[src/rtl/hamming_decoder_pkg.sv]
// +----------------------------------------------------------------------------+
// | hamming_decoder_pkg : shared widths, bit maps and syndrome helper           |
// | Revision 1.0                                                                |
// +----------------------------------------------------------------------------+
`default_nettype none

package hamming_decoder_pkg;

  localparam int CODE_W = 21;
  localparam int DATA_W = 16;
  localparam int PAR_W  = 5;

  localparam int PAR_POS [PAR_W]   = '{0, 1, 3, 7, 15};
  localparam int DATA_IDX [DATA_W] = '{2, 4, 5, 6, 8, 9, 10, 11, 12, 13, 14,
                                       16, 17, 18, 19, 20};

  // Largest syndrome that still names a real codeword position.
  localparam logic [PAR_W-1:0] MAX_CORR_SYN = PAR_W'(CODE_W);

  typedef logic [CODE_W-1:0] code_t;
  typedef logic [PAR_W-1:0]  syn_t;

  typedef struct packed {
    logic [DATA_W-1:0] data;
    logic              corrected;
    logic              uncorrectable;
    syn_t              syndrome;
  } dec_out_t;

  function automatic syn_t calc_syndrome(input code_t code);
    syn_t s;
    s = '0;
    for (int i = 0; i < CODE_W; i++) begin
      if (code[i]) s = s ^ PAR_W'(i + 1);
    end
    return s;
  endfunction

endpackage

`default_nettype wire

[src/rtl/hamming_decoder_if.sv]
// +----------------------------------------------------------------------------+
// | hamming_decoder_if : codeword input stream and decoded output stream        |
// | Revision 1.0                                                                |
// +----------------------------------------------------------------------------+
`default_nettype none

interface hamming_decoder_if;
  import hamming_decoder_pkg::*;

  logic              in_valid;
  logic              in_ready;
  code_t             code_in;
  logic              out_valid;
  logic              out_ready;
  logic [DATA_W-1:0] data_out;
  logic              corrected;
  logic              uncorrectable;
  syn_t              syndrome;

  modport master (
    output in_valid, code_in, out_ready,
    input  in_ready, out_valid, data_out, corrected, uncorrectable, syndrome
  );

  modport slave (
    input  in_valid, code_in, out_ready,
    output in_ready, out_valid, data_out, corrected, uncorrectable, syndrome
  );

endinterface

`default_nettype wire

[src/rtl/hamming_syndrome.sv]
// +----------------------------------------------------------------------------+
// | hamming_syndrome : combinational syndrome, single-bit correct and extract   |
// | Revision 1.0                                                                |
// +----------------------------------------------------------------------------+
`default_nettype none

module hamming_syndrome
  import hamming_decoder_pkg::*;
(
  input  code_t    calc_code,
  output syn_t     calc_syn,
  input  code_t    fix_code,
  input  syn_t     fix_syn,
  output dec_out_t fix_out
);

  code_t             fixed;
  logic [DATA_W-1:0] data_x;

  always_comb begin
    calc_syn = calc_syndrome(calc_code);
  end

  // Syndromes past the last position match no index, so nothing flips.
  always_comb begin
    fixed = fix_code;
    for (int i = 0; i < CODE_W; i++) begin
      if (fix_syn == PAR_W'(i + 1)) fixed[i] = ~fix_code[i];
    end
  end

  for (genvar k = 0; k < DATA_W; k++) begin : g_extract
    assign data_x[k] = fixed[DATA_IDX[k]];
  end

  always_comb begin
    fix_out               = '0;
    fix_out.data          = data_x;
    fix_out.syndrome      = fix_syn;
    fix_out.corrected     = (fix_syn != '0) && (fix_syn <= MAX_CORR_SYN);
    fix_out.uncorrectable = (fix_syn > MAX_CORR_SYN);
  end

endmodule

`default_nettype wire

[src/rtl/hamming_decoder.sv]
// +----------------------------------------------------------------------------+
// | hamming_decoder : two-stage SEC Hamming(21,16) decoder with error counters  |
// | Revision 1.0                                                                |
// +----------------------------------------------------------------------------+
`default_nettype none

module hamming_decoder
  import hamming_decoder_pkg::*;
#(
  parameter int CNT_W = 16
) (
  input  logic                   clk,
  input  logic                   rst,
  hamming_decoder_if.slave       bus,
  input  logic                   cnt_clr,
  output logic [CNT_W-1:0]       corr_cnt,
  output logic [CNT_W-1:0]       uncorr_cnt
);

  logic             s1_valid_q, s1_valid_d;
  code_t            s1_code_q, s1_code_d;
  syn_t             s1_syn_q, s1_syn_d;
  logic             s2_valid_q, s2_valid_d;
  dec_out_t         s2_out_q, s2_out_d;
  logic [CNT_W-1:0] corr_cnt_q, corr_cnt_d;
  logic [CNT_W-1:0] uncorr_cnt_q, uncorr_cnt_d;

  logic     s1_adv;
  logic     s2_adv;
  logic     out_fire;
  syn_t     calc_syn;
  dec_out_t fix_out;

  hamming_syndrome u_syndrome (
    .calc_code (bus.code_in),
    .calc_syn  (calc_syn),
    .fix_code  (s1_code_q),
    .fix_syn   (s1_syn_q),
    .fix_out   (fix_out)
  );

  always_comb begin
    s2_adv   = !s2_valid_q || bus.out_ready;
    s1_adv   = !s1_valid_q || s2_adv;
    out_fire = s2_valid_q && bus.out_ready;
  end

  always_comb begin
    s1_valid_d = s1_valid_q;
    s1_code_d  = s1_code_q;
    s1_syn_d   = s1_syn_q;
    if (s1_adv) begin
      s1_valid_d = bus.in_valid;
      if (bus.in_valid) begin
        s1_code_d = bus.code_in;
        s1_syn_d  = calc_syn;
      end
    end
  end

  // Output payload only moves when S1 actually hands a word over, so it
  // stays frozen while the consumer stalls.
  always_comb begin
    s2_valid_d = s2_valid_q;
    s2_out_d   = s2_out_q;
    if (s2_adv) begin
      s2_valid_d = s1_valid_q;
      if (s1_valid_q) s2_out_d = fix_out;
    end
  end

  always_comb begin
    corr_cnt_d   = corr_cnt_q;
    uncorr_cnt_d = uncorr_cnt_q;
    if (cnt_clr) begin
      corr_cnt_d   = '0;
      uncorr_cnt_d = '0;
    end else if (out_fire) begin
      if (s2_out_q.corrected && (corr_cnt_q != '1))
        corr_cnt_d = corr_cnt_q + CNT_W'(1);
      if (s2_out_q.uncorrectable && (uncorr_cnt_q != '1))
        uncorr_cnt_d = uncorr_cnt_q + CNT_W'(1);
    end
  end

  always_ff @(posedge clk or negedge rst) begin
    if (!rst) begin
      s1_valid_q   <= 1'b0;
      s1_code_q    <= '0;
      s1_syn_q     <= '0;
      s2_valid_q   <= 1'b0;
      s2_out_q     <= '0;
      corr_cnt_q   <= '0;
      uncorr_cnt_q <= '0;
    end else begin
      s1_valid_q   <= s1_valid_d;
      s1_code_q    <= s1_code_d;
      s1_syn_q     <= s1_syn_d;
      s2_valid_q   <= s2_valid_d;
      s2_out_q     <= s2_out_d;
      corr_cnt_q   <= corr_cnt_d;
      uncorr_cnt_q <= uncorr_cnt_d;
    end
  end

  assign bus.in_ready      = s1_adv;
  assign bus.out_valid     = s2_valid_q;
  assign bus.data_out      = s2_out_q.data;
  assign bus.corrected     = s2_out_q.corrected;
  assign bus.uncorrectable = s2_out_q.uncorrectable;
  assign bus.syndrome      = s2_out_q.syndrome;
  assign corr_cnt          = corr_cnt_q;
  assign uncorr_cnt        = uncorr_cnt_q;

endmodule

`default_nettype wire

[src/flat_wrapper.sv]
// flat-port wrapper written by rule: the top's interface ports become plain ports
module hamming_decoder_flat import hamming_decoder_pkg::*;
#(
  parameter int CNT_W = 16
)
  (clk, rst, cnt_clr, corr_cnt, uncorr_cnt, bus_in_valid, bus_code_in, bus_out_ready, bus_in_ready, bus_out_valid, bus_data_out, bus_corrected, bus_uncorrectable, bus_syndrome);
  hamming_decoder_if bus_i ();
  input  logic clk;
  input  logic rst;
  input  logic cnt_clr;
  output logic [CNT_W-1:0] corr_cnt;
  output logic [CNT_W-1:0] uncorr_cnt;
  input wire logic [$bits(bus_i.in_valid)-1:0] bus_in_valid;
  input wire logic [$bits(bus_i.code_in)-1:0] bus_code_in;
  input wire logic [$bits(bus_i.out_ready)-1:0] bus_out_ready;
  output wire logic [$bits(bus_i.in_ready)-1:0] bus_in_ready;
  output wire logic [$bits(bus_i.out_valid)-1:0] bus_out_valid;
  output wire logic [$bits(bus_i.data_out)-1:0] bus_data_out;
  output wire logic [$bits(bus_i.corrected)-1:0] bus_corrected;
  output wire logic [$bits(bus_i.uncorrectable)-1:0] bus_uncorrectable;
  output wire logic [$bits(bus_i.syndrome)-1:0] bus_syndrome;
  assign bus_i.in_valid = bus_in_valid;
  assign bus_i.code_in = bus_code_in;
  assign bus_i.out_ready = bus_out_ready;
  assign bus_in_ready = bus_i.in_ready;
  assign bus_out_valid = bus_i.out_valid;
  assign bus_data_out = bus_i.data_out;
  assign bus_corrected = bus_i.corrected;
  assign bus_uncorrectable = bus_i.uncorrectable;
  assign bus_syndrome = bus_i.syndrome;
  hamming_decoder #(.CNT_W(CNT_W)) u_core (.clk(clk), .rst(rst), .bus(bus_i), .cnt_clr(cnt_clr), .corr_cnt(corr_cnt), .uncorr_cnt(uncorr_cnt));
endmodule
[config.mk]
export PLATFORM = sky130hd
export DESIGN_NAME = hamming_decoder_flat
export DESIGN_NICKNAME = d
export VERILOG_FILES = /design/src/rtl/hamming_decoder_pkg.sv /design/src/rtl/hamming_decoder_if.sv /design/src/rtl/hamming_syndrome.sv /design/src/rtl/hamming_decoder.sv /design/src/flat_wrapper.sv
export SDC_FILE = /design/constraint.sdc
export NUM_CORES = 1
export LEC_CHECK = 0
export BUFFER_PORTS_ARGS = -buffer_cell sky130_fd_sc_hd__buf_4
export CAP_MARGIN = 25
export CORE_MARGIN = 2
export CORE_UTILIZATION = 48
export CTS_CLUSTER_SIZE = 10
export DETAILED_ROUTE_END_ITERATION = 8
export PLACE_DENSITY = 0.71
export RECOVER_POWER = 50
export SLEW_MARGIN = 5
export SYNTH_ARGS = -nofsm -noshare
export SYNTH_HDL_FRONTEND = slang
export SYNTH_SLANG_ARGS = --single-unit
[constraint.sdc]
create_clock -name clk -period 1.9 [get_ports clk]
set_input_delay 0.095 -clock clk [delete_from_list [all_inputs] [get_ports clk]]
set_output_delay 0.095 -clock clk [all_outputs]
set_load 0.01 [all_outputs]
==> results.py <==
metrics = {
    "route": {
        "route.vias.total": 3453,
        "drt_iter0_drc": 162,
        "drt-total-wl_mm": 9.40,
        "wire_per_inst_um": 15.1,
        "drtPass1Iterations": 5,
        "remaining_drc_errors": 0,
        "viasPerCell": 5.55,
        "drtAntennaViolNets": 0,
    },
    "power": {
        "power_density_nw_per_um2": 895,
        "ir_drop_mv": 0.569,
        "p_leak_nw": 2.17,
    },
    "timing": {
        "report.final.setup_viol": 0,
        "drv_slew": 0,
        "relSlewSlack_pct": 20.1,
        "fmax_mhz": 558,
        "finalCritPeriodShare_pct": 94.3,
        "period_needed_ns": 1.79,
        "hold_ws_ns": 0.0112,
        "finClkSkew_ns": 0.0104,
        "hold_violations": 0,
        "tightestPinTransition_ns": 1.20,
        "fin_tns_setup_ns": 0,
        "rsz0062_at_grt": "false",
    },
    "critical_path": {
        "cp.required_ns": 2.14,
        "crit_start": "u_core.uncorr_cnt[8]",
        "path_max_fanout": 8,
        "critPathArrivalTime_ns": 2.03,
        "worst_r2r_endpoint": "u_core.uncorr_cnt[15]",
        "slowest_delay_ns": 0.44,
        "r2r_setup_slack_ns": 0.11,
        "cp-end-kind": "flop",
        "crit_type": "flop to flop",
        "reg2reg_from": "u_core.uncorr_cnt[8]",
        "endpoint": "u_core.uncorr_cnt[15]",
        "start_kind": "flop",
        "cp_slowest_cell": "dfrtp_1",
        "path_cells": "nand4_1 -> or2_1 -> nor4_1 -> mux2_2",
        "reg2regPathDepth": 4,
    },
    "status": {
        "status": "completed",
    },
    "floorplanning": {
        "start_util_pct": 49.3,
        "die_w_um": 95.9,
        "die_h_um": 95.9,
        "core_um2": 8220,
        "num_rows": 33,
        "die_area_um2": 9200,
        "io_pins": 83,
    },
    "yosys": {
        "ys_ff_latch": 78,
        "yosys-top-cells-area": "dfrtp_1 (48%), mux2_2 (6.4%), xnor2_1 (6.0%)",
        "synthesis.nets": 436,
        "yosys_warnings": 0,
        "synth_cell_types": 40,
        "synthCells": 408,
        "ys_seq_area_share_pct": 48.1,
        "netlist_area_um2": 4050,
        "syn_avg_cell_area_um2": 9.94,
        "synth-async-reset-ratio_pct": 100,
        "synth-edff-count": 0,
        "synth_top_cell_by_area": "dfrtp_1",
        "yosysTopAreaCellShare_pct": 48.1,
        "ys.flop_type": "dfrtp_1",
    },
    "cts": {
        "htreeDepth": 3,
        "cts.sinks": 78,
        "clk_latency_ns": 0.35,
        "cts_buffers": 9,
        "post_cts.repair.setup_buffers": 0,
        "path_clk_slew_ns": 0.08,
        "clock_path_buffers": 2,
        "cts_tree": "yes",
        "cts-root-buf": "clkbuf_8",
    },
    "placed_design": {
        "io_buffers": 82,
        "place_congestion": 0.820,
        "dp_hpwl_mm": 6.83,
    },
    "finish": {
        "nFillCells": 729,
        "insertedDiodeCount": 0,
        "area_growth_pct": 25.6,
        "layout-drive-gt1-share_pct": 23.2,
        "final_common_cell": "dfrtp_1",
        "final_cell_mix": "dfrtp_1 (78), buf_4 (76), nand2_1 (58)",
        "layout.nets": 540,
    },
    "grt": {
        "grt_pass1_wl_mm": 15.2,
        "grt_max_degree": 49,
        "antenna_found_initial": 0,
        "overflow": 0,
        "first_global_vias": 3212,
        "track_usage_pct": 21.3,
    },
    "min_path": {
        "hold_path_class": "primary input to flop",
        "hold_depth": 2,
    },
    "flow_run": {
        "cap_violations": 0,
    },
}
critical path: cells and delay by family (launching register included):
kind	cells	cell delay [ns]
DFF	1	0.44
and+or+nand+nor	3	0.87
muxes	1	0.37
sequential cells by signal, indices dropped and copies added, names as in the netlist:
| name | cells |
|---|---|
| u_core.bus.data_out | 16 |
| u_core.corr_cnt | 16 |
| u_core.s1_code_q | 16 |
| u_core.uncorr_cnt | 16 |
| u_core.bus.syndrome | 5 |
| u_core.s1_syn_q | 5 |
| u_core.bus.corrected | 1 |
| u_core.bus.out_valid | 1 |
| u_core.bus.uncorrectable | 1 |
| u_core.s1_valid_q | 1 |
synth_stat cells (2+ instances only):
cell type  instances
nor3_1             5
clkbuf_1          16
o21ai_0           25
o41ai_1            2
buf_1              2
a21oi_1           21
nand3_1           17
nor2b_1            9
nand2b_1           3
xnor3_1            3
nor2_1            15
nor3b_1            3
dfrtp_1           78
nor4_1             5
a211oi_1           3
and3_1             4
or3_1              6
or4_1             14
nand3b_1           3
mux2_2            23
inv_1              6
o31ai_1           14
o21bai_1           2
ha_1               2
a21o_1             2
mux2i_1            2
nand2_1           58
nand4_1           11
xor2_1            14
and4_1             2
o311a_1            2
xnor2_1           28
cell type report:
type / count / area (µm²) / share of cell area (%)
multi-input cells: 305 / 2020 / 39.6
flip-flops and latches: 78 / 1950 / 38.3
repair buffers: 112 / 756 / 14.8
well taps: 105 / 131 / 2.58
clock buffers: 10 / 128 / 2.51
clock inverters: 6 / 86.3 / 1.70
inverters: 6 / 22.5 / 0.442
timing repair:
action / in CTS / in global routing
hold buffers: 7 / 0
hold endpoints to repair: 52 / 0
resized for setup: 0 / 3
setup endpoints to repair: 0 / 8
worst min path at each step:
stage | startpoint | to | slack (ns)
5_1_grt | bus_code_in[5] | u_core.s1_code_q[5] | 0.01
2_1_floorplan | rst | u_core.bus.corrected | -0.20
4_1_cts | bus_code_in[12] | u_core.s1_code_q[12] | 0.003
3_3_place_gp | rst | u_core.corr_cnt[4] | 0.15
6_report | bus_code_in[12] | u_core.s1_code_q[12] | 0.01
3_5_place_dp | rst | u_core.corr_cnt[6] | 0.16
routing by layer:
metal  GRT usage, %  share of wire, %  vias to the layer above
met5              0                 0                        -
met4           8.21               1.5                        0
met3           2.90               5.7                       13
met2           35.6                50                      103
met1           28.2                43                     1664
li1               -                 -                     1673
kinds of logic (layout without fill, tap and decap cells):
family                   count (synthesis)  count (layout)  share of synthesized area [%]
AND/OR/NAND/NOR                        159             159                           20.2
flip-flops                              78              78                           48.1
AO/OA/AOI/OAI                           74              74                           11.1
XOR/XNOR                                45              45                           10.7
multiplexers                            25              25                           6.88
buffers and inverters                   25             134                           2.35
adder cells (fa/ha/maj)                  2               2                          0.617
report_power, final:
group,total (mW),internal (mW),switching (mW)
logic,1.02,0.478,0.545
clock network,1.36,0.738,0.619
registers,2.18,1.91,0.267
total,4.56,3.13,1.43
stage by stage:
step / power [mW] / util, % / cells / setup slack (ns) / area [µm²]
5_1_grt: 4.81 / 62.0 / 622 / 0.0143 / 5090
6_report: 4.56 / 62.0 / 622 / 0.109 / 5090
3_5_place_dp: 3.36 / 59.8 / 599 / 0.0593 / 4910
3_3_place_gp: 3.33 / 59.8 / 599 / 0.144 / 4910
4_1_cts: 4.73 / 63.3 / 622 / 0.0499 / 5200
2_1_floorplan: 2.83 / - / 408 / 0.0726 / 4050
Note: power is estimated with default switching activity, not from simulation.
